==> src/rtl/uart_pkg.sv <==
// Shared UART constants, scheduler state encoding and a constant-safe clog2.
package uart_pkg;

    localparam int BAUD_END_9600 = 5208;
    localparam int FRAME_BITS    = 10;
    localparam int BYTE_W        = 8;

    typedef enum logic [0:0] {
        IDLE = 1'b0,
        BUSY = 1'b1
    } sched_state_t;

    function automatic int clog2(input int value);
        int result;
        result = 0;
        while ((1 << result) < value) result++;
        return result;
    endfunction

endpackage

==> src/rtl/uart_tx_sched_if.sv <==
// Requester-side and transmitter-side signals of the shared uart_tx scheduler.
interface uart_tx_sched_if
    import uart_pkg::*;
#(
    parameter int NUM_REQ = 2
);

    localparam int IDX_W = (clog2(NUM_REQ) < 1) ? 1 : clog2(NUM_REQ);

    logic [NUM_REQ-1:0]        req;
    logic [NUM_REQ*BYTE_W-1:0] req_data;
    logic [NUM_REQ-1:0]        ack;
    logic                      tx_trig;
    logic [BYTE_W-1:0]         uart_tx;
    logic                      busy;
    logic [IDX_W-1:0]          grant_id;

    // master: the byte producers; slave: the scheduler serving them
    modport master (
        output req, req_data,
        input  ack, tx_trig, uart_tx, busy, grant_id
    );

    modport slave (
        input  req, req_data,
        output ack, tx_trig, uart_tx, busy, grant_id
    );

endinterface

==> src/rtl/uart_tx_sched_rr_pick.sv <==
// Combinational round-robin picker: first set request strictly after ptr, wrapping.
module rr_pick #(
    parameter int NUM_REQ = 2,
    parameter int IDX_W   = 1
) (
    input  logic [NUM_REQ-1:0] req,
    input  logic [IDX_W-1:0]   ptr,
    output logic [IDX_W-1:0]   winner,
    output logic               any_req
);

    logic [IDX_W-1:0] idx;

    // NOTE: every output of a combinational block gets a default first so no path infers a latch.
    always_comb begin
        winner  = '0;
        any_req = 1'b0;
        idx     = '0;
        for (int k = 1; k <= NUM_REQ; k++) begin
            idx = IDX_W'((int'(ptr) + k) % NUM_REQ);
            if (!any_req && req[idx]) begin
                any_req = 1'b1;
                winner  = idx;
            end
        end
    end

endmodule

==> src/rtl/uart_tx_sched.sv <==
// Round-robin scheduler sharing one uart_tx; times each frame plus guard gap itself
// because the transmitter exposes no busy flag.
module uart_tx_sched #(
    parameter int NUM_REQ    = 2,
    parameter int BAUD_END   = uart_pkg::BAUD_END_9600,
    parameter int FRAME_BITS = uart_pkg::FRAME_BITS,
    parameter int GAP_CYC    = 16
) (
    input logic            sclk,
    input logic            s_rst,
    uart_tx_sched_if.slave bus
);

    import uart_pkg::*;

    localparam int TOTAL = BAUD_END * FRAME_BITS + GAP_CYC;
    localparam int CNT_W = clog2(TOTAL);
    localparam int IDX_W = (clog2(NUM_REQ) < 1) ? 1 : clog2(NUM_REQ);
    localparam logic [CNT_W-1:0] CNT_LAST = CNT_W'(TOTAL - 1);

    sched_state_t        state_q, state_d;
    logic [CNT_W-1:0]    cnt_q, cnt_d;
    logic [IDX_W-1:0]    ptr_q, ptr_d;
    logic [NUM_REQ-1:0]  ack_q, ack_d;
    logic                trig_q, trig_d;
    logic [BYTE_W-1:0]   tx_q, tx_d;
    logic                busy_q, busy_d;
    logic [IDX_W-1:0]    gid_q, gid_d;

    logic [IDX_W-1:0]    winner;
    logic                any_req;
    logic                grant;

    rr_pick #(
        .NUM_REQ (NUM_REQ),
        .IDX_W   (IDX_W)
    ) u_pick (
        .req     (bus.req),
        .ptr     (ptr_q),
        .winner  (winner),
        .any_req (any_req)
    );

    always_comb begin
        state_d = state_q;
        cnt_d   = cnt_q;
        ptr_d   = ptr_q;
        ack_d   = '0;
        trig_d  = 1'b0;
        tx_d    = tx_q;
        busy_d  = busy_q;
        gid_d   = gid_q;
        grant   = 1'b0;

        case (state_q)
            IDLE: grant = any_req;
            BUSY: begin
                if (cnt_q == CNT_LAST) begin
                    // slot boundary: chain straight into the next frame if anyone waits
                    if (any_req) begin
                        grant = 1'b1;
                    end else begin
                        busy_d  = 1'b0;
                        cnt_d   = '0;
                        state_d = IDLE;
                    end
                end else begin
                    cnt_d = cnt_q + CNT_W'(1);
                end
            end
            default: state_d = IDLE;
        endcase

        if (grant) begin
            for (int i = 0; i < NUM_REQ; i++) begin
                ack_d[i] = (winner == IDX_W'(i));
                if (winner == IDX_W'(i)) tx_d = bus.req_data[i*BYTE_W +: BYTE_W];
            end
            trig_d  = 1'b1;
            gid_d   = winner;
            ptr_d   = winner;
            busy_d  = 1'b1;
            cnt_d   = '0;
            state_d = BUSY;
        end
    end

    // NOTE: sequential state uses non-blocking assignments so every register samples pre-edge values.
    always_ff @(posedge sclk) begin
        if (s_rst) begin
            state_q <= IDLE;
            cnt_q   <= '0;
            ptr_q   <= IDX_W'(NUM_REQ - 1);
            ack_q   <= '0;
            trig_q  <= 1'b0;
            tx_q    <= '0;
            busy_q  <= 1'b0;
            gid_q   <= '0;
        end else begin
            state_q <= state_d;
            cnt_q   <= cnt_d;
            ptr_q   <= ptr_d;
            ack_q   <= ack_d;
            trig_q  <= trig_d;
            tx_q    <= tx_d;
            busy_q  <= busy_d;
            gid_q   <= gid_d;
        end
    end

    assign bus.ack      = ack_q;
    assign bus.tx_trig  = trig_q;
    assign bus.uart_tx  = tx_q;
    assign bus.busy     = busy_q;
    assign bus.grant_id = gid_q;

endmodule
==> src/flat_wrapper.sv <==
// flat-port wrapper written by rule: the top's interface ports become plain ports
module uart_tx_sched_flat import uart_pkg::*;
#(
    parameter int NUM_REQ    = 2,
    parameter int BAUD_END   = uart_pkg::BAUD_END_9600,
    parameter int FRAME_BITS = uart_pkg::FRAME_BITS,
    parameter int GAP_CYC    = 16
)
  (sclk, s_rst, bus_req, bus_req_data, bus_ack, bus_tx_trig, bus_uart_tx, bus_busy, bus_grant_id);
  uart_tx_sched_if #(.NUM_REQ(NUM_REQ)) bus_i ();
  input logic sclk;
  input logic s_rst;
  input wire logic [$bits(bus_i.req)-1:0] bus_req;
  input wire logic [$bits(bus_i.req_data)-1:0] bus_req_data;
  output wire logic [$bits(bus_i.ack)-1:0] bus_ack;
  output wire logic [$bits(bus_i.tx_trig)-1:0] bus_tx_trig;
  output wire logic [$bits(bus_i.uart_tx)-1:0] bus_uart_tx;
  output wire logic [$bits(bus_i.busy)-1:0] bus_busy;
  output wire logic [$bits(bus_i.grant_id)-1:0] bus_grant_id;
  assign bus_i.req = bus_req;
  assign bus_i.req_data = bus_req_data;
  assign bus_ack = bus_i.ack;
  assign bus_tx_trig = bus_i.tx_trig;
  assign bus_uart_tx = bus_i.uart_tx;
  assign bus_busy = bus_i.busy;
  assign bus_grant_id = bus_i.grant_id;
  uart_tx_sched #(.NUM_REQ(NUM_REQ), .BAUD_END(BAUD_END), .FRAME_BITS(FRAME_BITS), .GAP_CYC(GAP_CYC)) u_core (.sclk(sclk), .s_rst(s_rst), .bus(bus_i));
endmodule
==> config.mk <==
export PLATFORM = sky130hd
export DESIGN_NAME = uart_tx_sched_flat
export DESIGN_NICKNAME = d
export VERILOG_FILES = /design/src/rtl/uart_pkg.sv /design/src/rtl/uart_tx_sched_if.sv /design/src/rtl/uart_tx_sched_rr_pick.sv /design/src/rtl/uart_tx_sched.sv /design/src/flat_wrapper.sv
export SDC_FILE = /design/constraint.sdc
export NUM_CORES = 1
export LEC_CHECK = 0
export ABC_AREA = 1
export BUFFER_PORTS_ARGS = -buffer_cell sky130_fd_sc_hd__buf_2
export CORE_MARGIN = 8
export CORE_UTILIZATION = 25
export DETAILED_ROUTE_END_ITERATION = 16
export PLACE_DENSITY = 0.47
export SKIP_LAST_GASP = 1
export SYNTH_ARGS = -nofsm -noshare
export SYNTH_HDL_FRONTEND = slang
export SYNTH_SLANG_ARGS = --single-unit
==> constraint.sdc <==
create_clock -name sclk -period 2 [get_ports sclk]
set_input_delay 0.2 -clock sclk [delete_from_list [all_inputs] [get_ports sclk]]
set_output_delay 0.2 -clock sclk [all_outputs]
set_load 0.05 [all_outputs]
==> reports/qor.yml <==
status: "complete, no violations"
dp_slack_ns: 0.2674
syn-num-nets: 288
synth_simple_gate_area_frac: 0.4471
place.detailed.hpwl_um: 3551
placeableCoreArea_um2: 6794
detailedRoute.firstIterationViolations: 78
synth.top_cells.by_count: "82 x nand2_1, 39 x nand3_1, 31 x dfxtp_1"
setup_total_negative_slack_ns: 0
criticalPathCategory: "reg -> reg"
global_route.usage.total: 0.09777
grt_max_degree: 27
post_drt_wl_per_cell_um: 11.70
clk_transition_reported_paths_ns: 0.07
clock_tree_from_tritoncts: "built"
netlist.area_leader.share: 0.3548
global_route.overflow_total: 0
postLayoutCellArea_um2: 2091
ys_warn_count: 0
finish.utilization: 0.3077
synth_seq_area_share: 0.3548
finalPower_mw: 1.422
syn-instance-count: 267
first_pass_iters: 4
postCtsSetupBuffers: 0
initial_core_util: 0.2575
hold_ws_ns: 0.2254
final_cell_count_no_fill: 398
cts_hold_buffers: 0
synth_top_flop_cell: "dfxtp_1"
fillerInstances: 775
post_cts_resized: 0
total_die_area_um2: 9929
cp_data_required_time_ns: 2.22
cts-root-buf: "clkbuf_8"
synth-edff-count: 0
setup.worst_path.start_class: "flop"
yosys.cell_types.count: 26
fmax_mhz: 585.3
powerDensity_nw_per_um2: 680.2
wirelength_um: 4655
insertion_delay_ns: 0.28
asyncSetResetFlopFracSynth: 0
worst_ir_drop_vdd_v: 0.0002724
drive_gt1_frac: 0.1954
avgSynthCellArea_um2: 6.551
timing.clock.skew_ns: 0.005516
inst_count_dp: 391
combinational_family_with_the_most_area_after_synthesis: "simple AND/OR/NAND/NOR gates"
cts_htree_levels: 2
path_max_fanout: 26
antenna_violations_before_repair: 0
layout_setup_ws_ns: 0.2914
rsz0062_at_grt: "no"
floorplan.die.height_um: 99.65
cap_viol_max_count: 0
globalplace.congestion: 0.7252
count_leader_synth: "nand2_1"
cts_buffer_count: 5
finish.net_count: 323
clock-sinks: 31
period_needed_ns: 1.709
final-max-slew-violation-count: 0
cts_max_path_buffers: 2
final_hold_viol_count: 0
placement_rows: 30
worst_ep_arrival_time_ns: 1.93
first_global_vias: 1706
synthXorXnorAreaFrac: 0.01502
synth.cell_area_um2: 1749
vias_per_cell: 4.266
ys_seq_elements: 31
worst_slew_pin_slew_ns: 0.5027
grt_pass1_wl_um: 7838
synth.largest_area_cell: "dfxtp_1"
ant_nets: 0
total_number_of_vias: 1698
n_antenna_cell: 0
drc: 0
power.static_leakage_nw: 0.9563
synth_compound_gate_area_share: 0.08369
final_setup_viols: 0
port_buffers: 32
flow.area_growth_from_synthesis_pct: 19.53
min_period_over_period: 0.8543
end_kind: "flop"
yosys.area_share.adder: 0.007153
slew_headroom: 0.6629
post_synth_mux_area_share: 0
hold_removal_path_class: "in -> reg"
chipWidth_um: 99.65
ioPinCount: 33
placedInstanceArea_um2: 2003
synth_top_cells_by_area: "dfxtp_1 35%, nand2_1 18%, nand3_1 11%, a21oi_1 6.6%, nor2_1 5.8%"
## logic make-up (layout without fill, tap and decap cells)
group	Yosys count	after routing
xor+xnor	3	3
simple gates	169	169
flops	31	31
buf+inv	36	71
fa+ha+maj	1	1
compound gates	27	27
## per-layer routing
metal | vias up | GRT usage | wire (um)
li1 | 926 | - | -
met1 | 730 | 0.1211 | 2243
met2 | 38 | 0.1513 | 2058
met3 | 4 | 0.04190 | 318
met4 | 0 | 0.02445 | 34
met5 | - | 0 | 0
## worst max-delay path, stage by stage (launching register included)
cell     delay, ns
dfxtp_1       0.38
ha_1          0.22
nand3_2       0.15
nor2_4        0.19
nand2_4       0.09
nand2_8       0.17
nand2_4       0.12
nand2_4       0.18
nor2_1        0.06
nor2_1        0.07
## flip-flops by register name, summed over array words and instances, names as in the netlist
name	count
u_core.cnt_q	16
u_core.bus.uart_tx	8
u_core.bus.ack	2
u_core.bus.busy	1
u_core.bus.grant_id	1
u_core.bus.tx_trig	1
u_core.ptr_q	1
u_core.state_q	1
## report_power, final
group	leakage, nW	switching [mW]	internal [mW]	total [mW]
Sequential	0.253	0.0198	0.646	0.666
Clock	0.0470	0.228	0.270	0.497
Combinational	0.656	0.187	0.0725	0.259
Total	0.956	0.434	0.988	1.42
## final timing paths
check	cells after the start	slack, ns	startpoint	to
setup / recovery	9	0.29	u_core.cnt_q[0]$_SDFFE_PP0P_	u_core.ptr_q$_SDFFE_PP1P_
hold reg to reg	2	0.45	u_core.bus.grant_id$_SDFFE_PP0P_	u_core.bus.grant_id$_SDFFE_PP0P_
setup reg to reg	9	0.29	u_core.cnt_q[0]$_SDFFE_PP0P_	u_core.ptr_q$_SDFFE_PP1P_
hold / removal	2	0.23	s_rst	u_core.bus.uart_tx[5]$_SDFFE_PP0P_
## layout make-up
type                    count  area, um2  share of cell area
clock inverters             1      5.005            0.002394
well taps                  96      120.1             0.05745
repair buffers             36      190.2             0.09096
clock buffers               6      82.58             0.03950
inverters                  28      105.1             0.05027
multi-input cells         200      967.2              0.4626
flip-flops and latches     31      620.6              0.2968
## cells in the final DEF, fill, tap and decap left out, types with 2 or more instances in the layout
cell type,Yosys,layout
xor2_1,3,3
a21oi_1,23,23
nand2_1,82,82
inv_2,2,2
nor2_2,2,2
dfxtp_1,31,31
nand4_1,6,6
nand3_1,39,39
clkbuf_8,0,6
nand3_2,2,2
nand2_2,3,3
buf_2,2,32
inv_1,25,25
buf_4,0,4
nor2_4,2,2
nor2_1,27,27
nand2_4,3,3
o21bai_1,2,2
(Power assumes the default switching activity.)
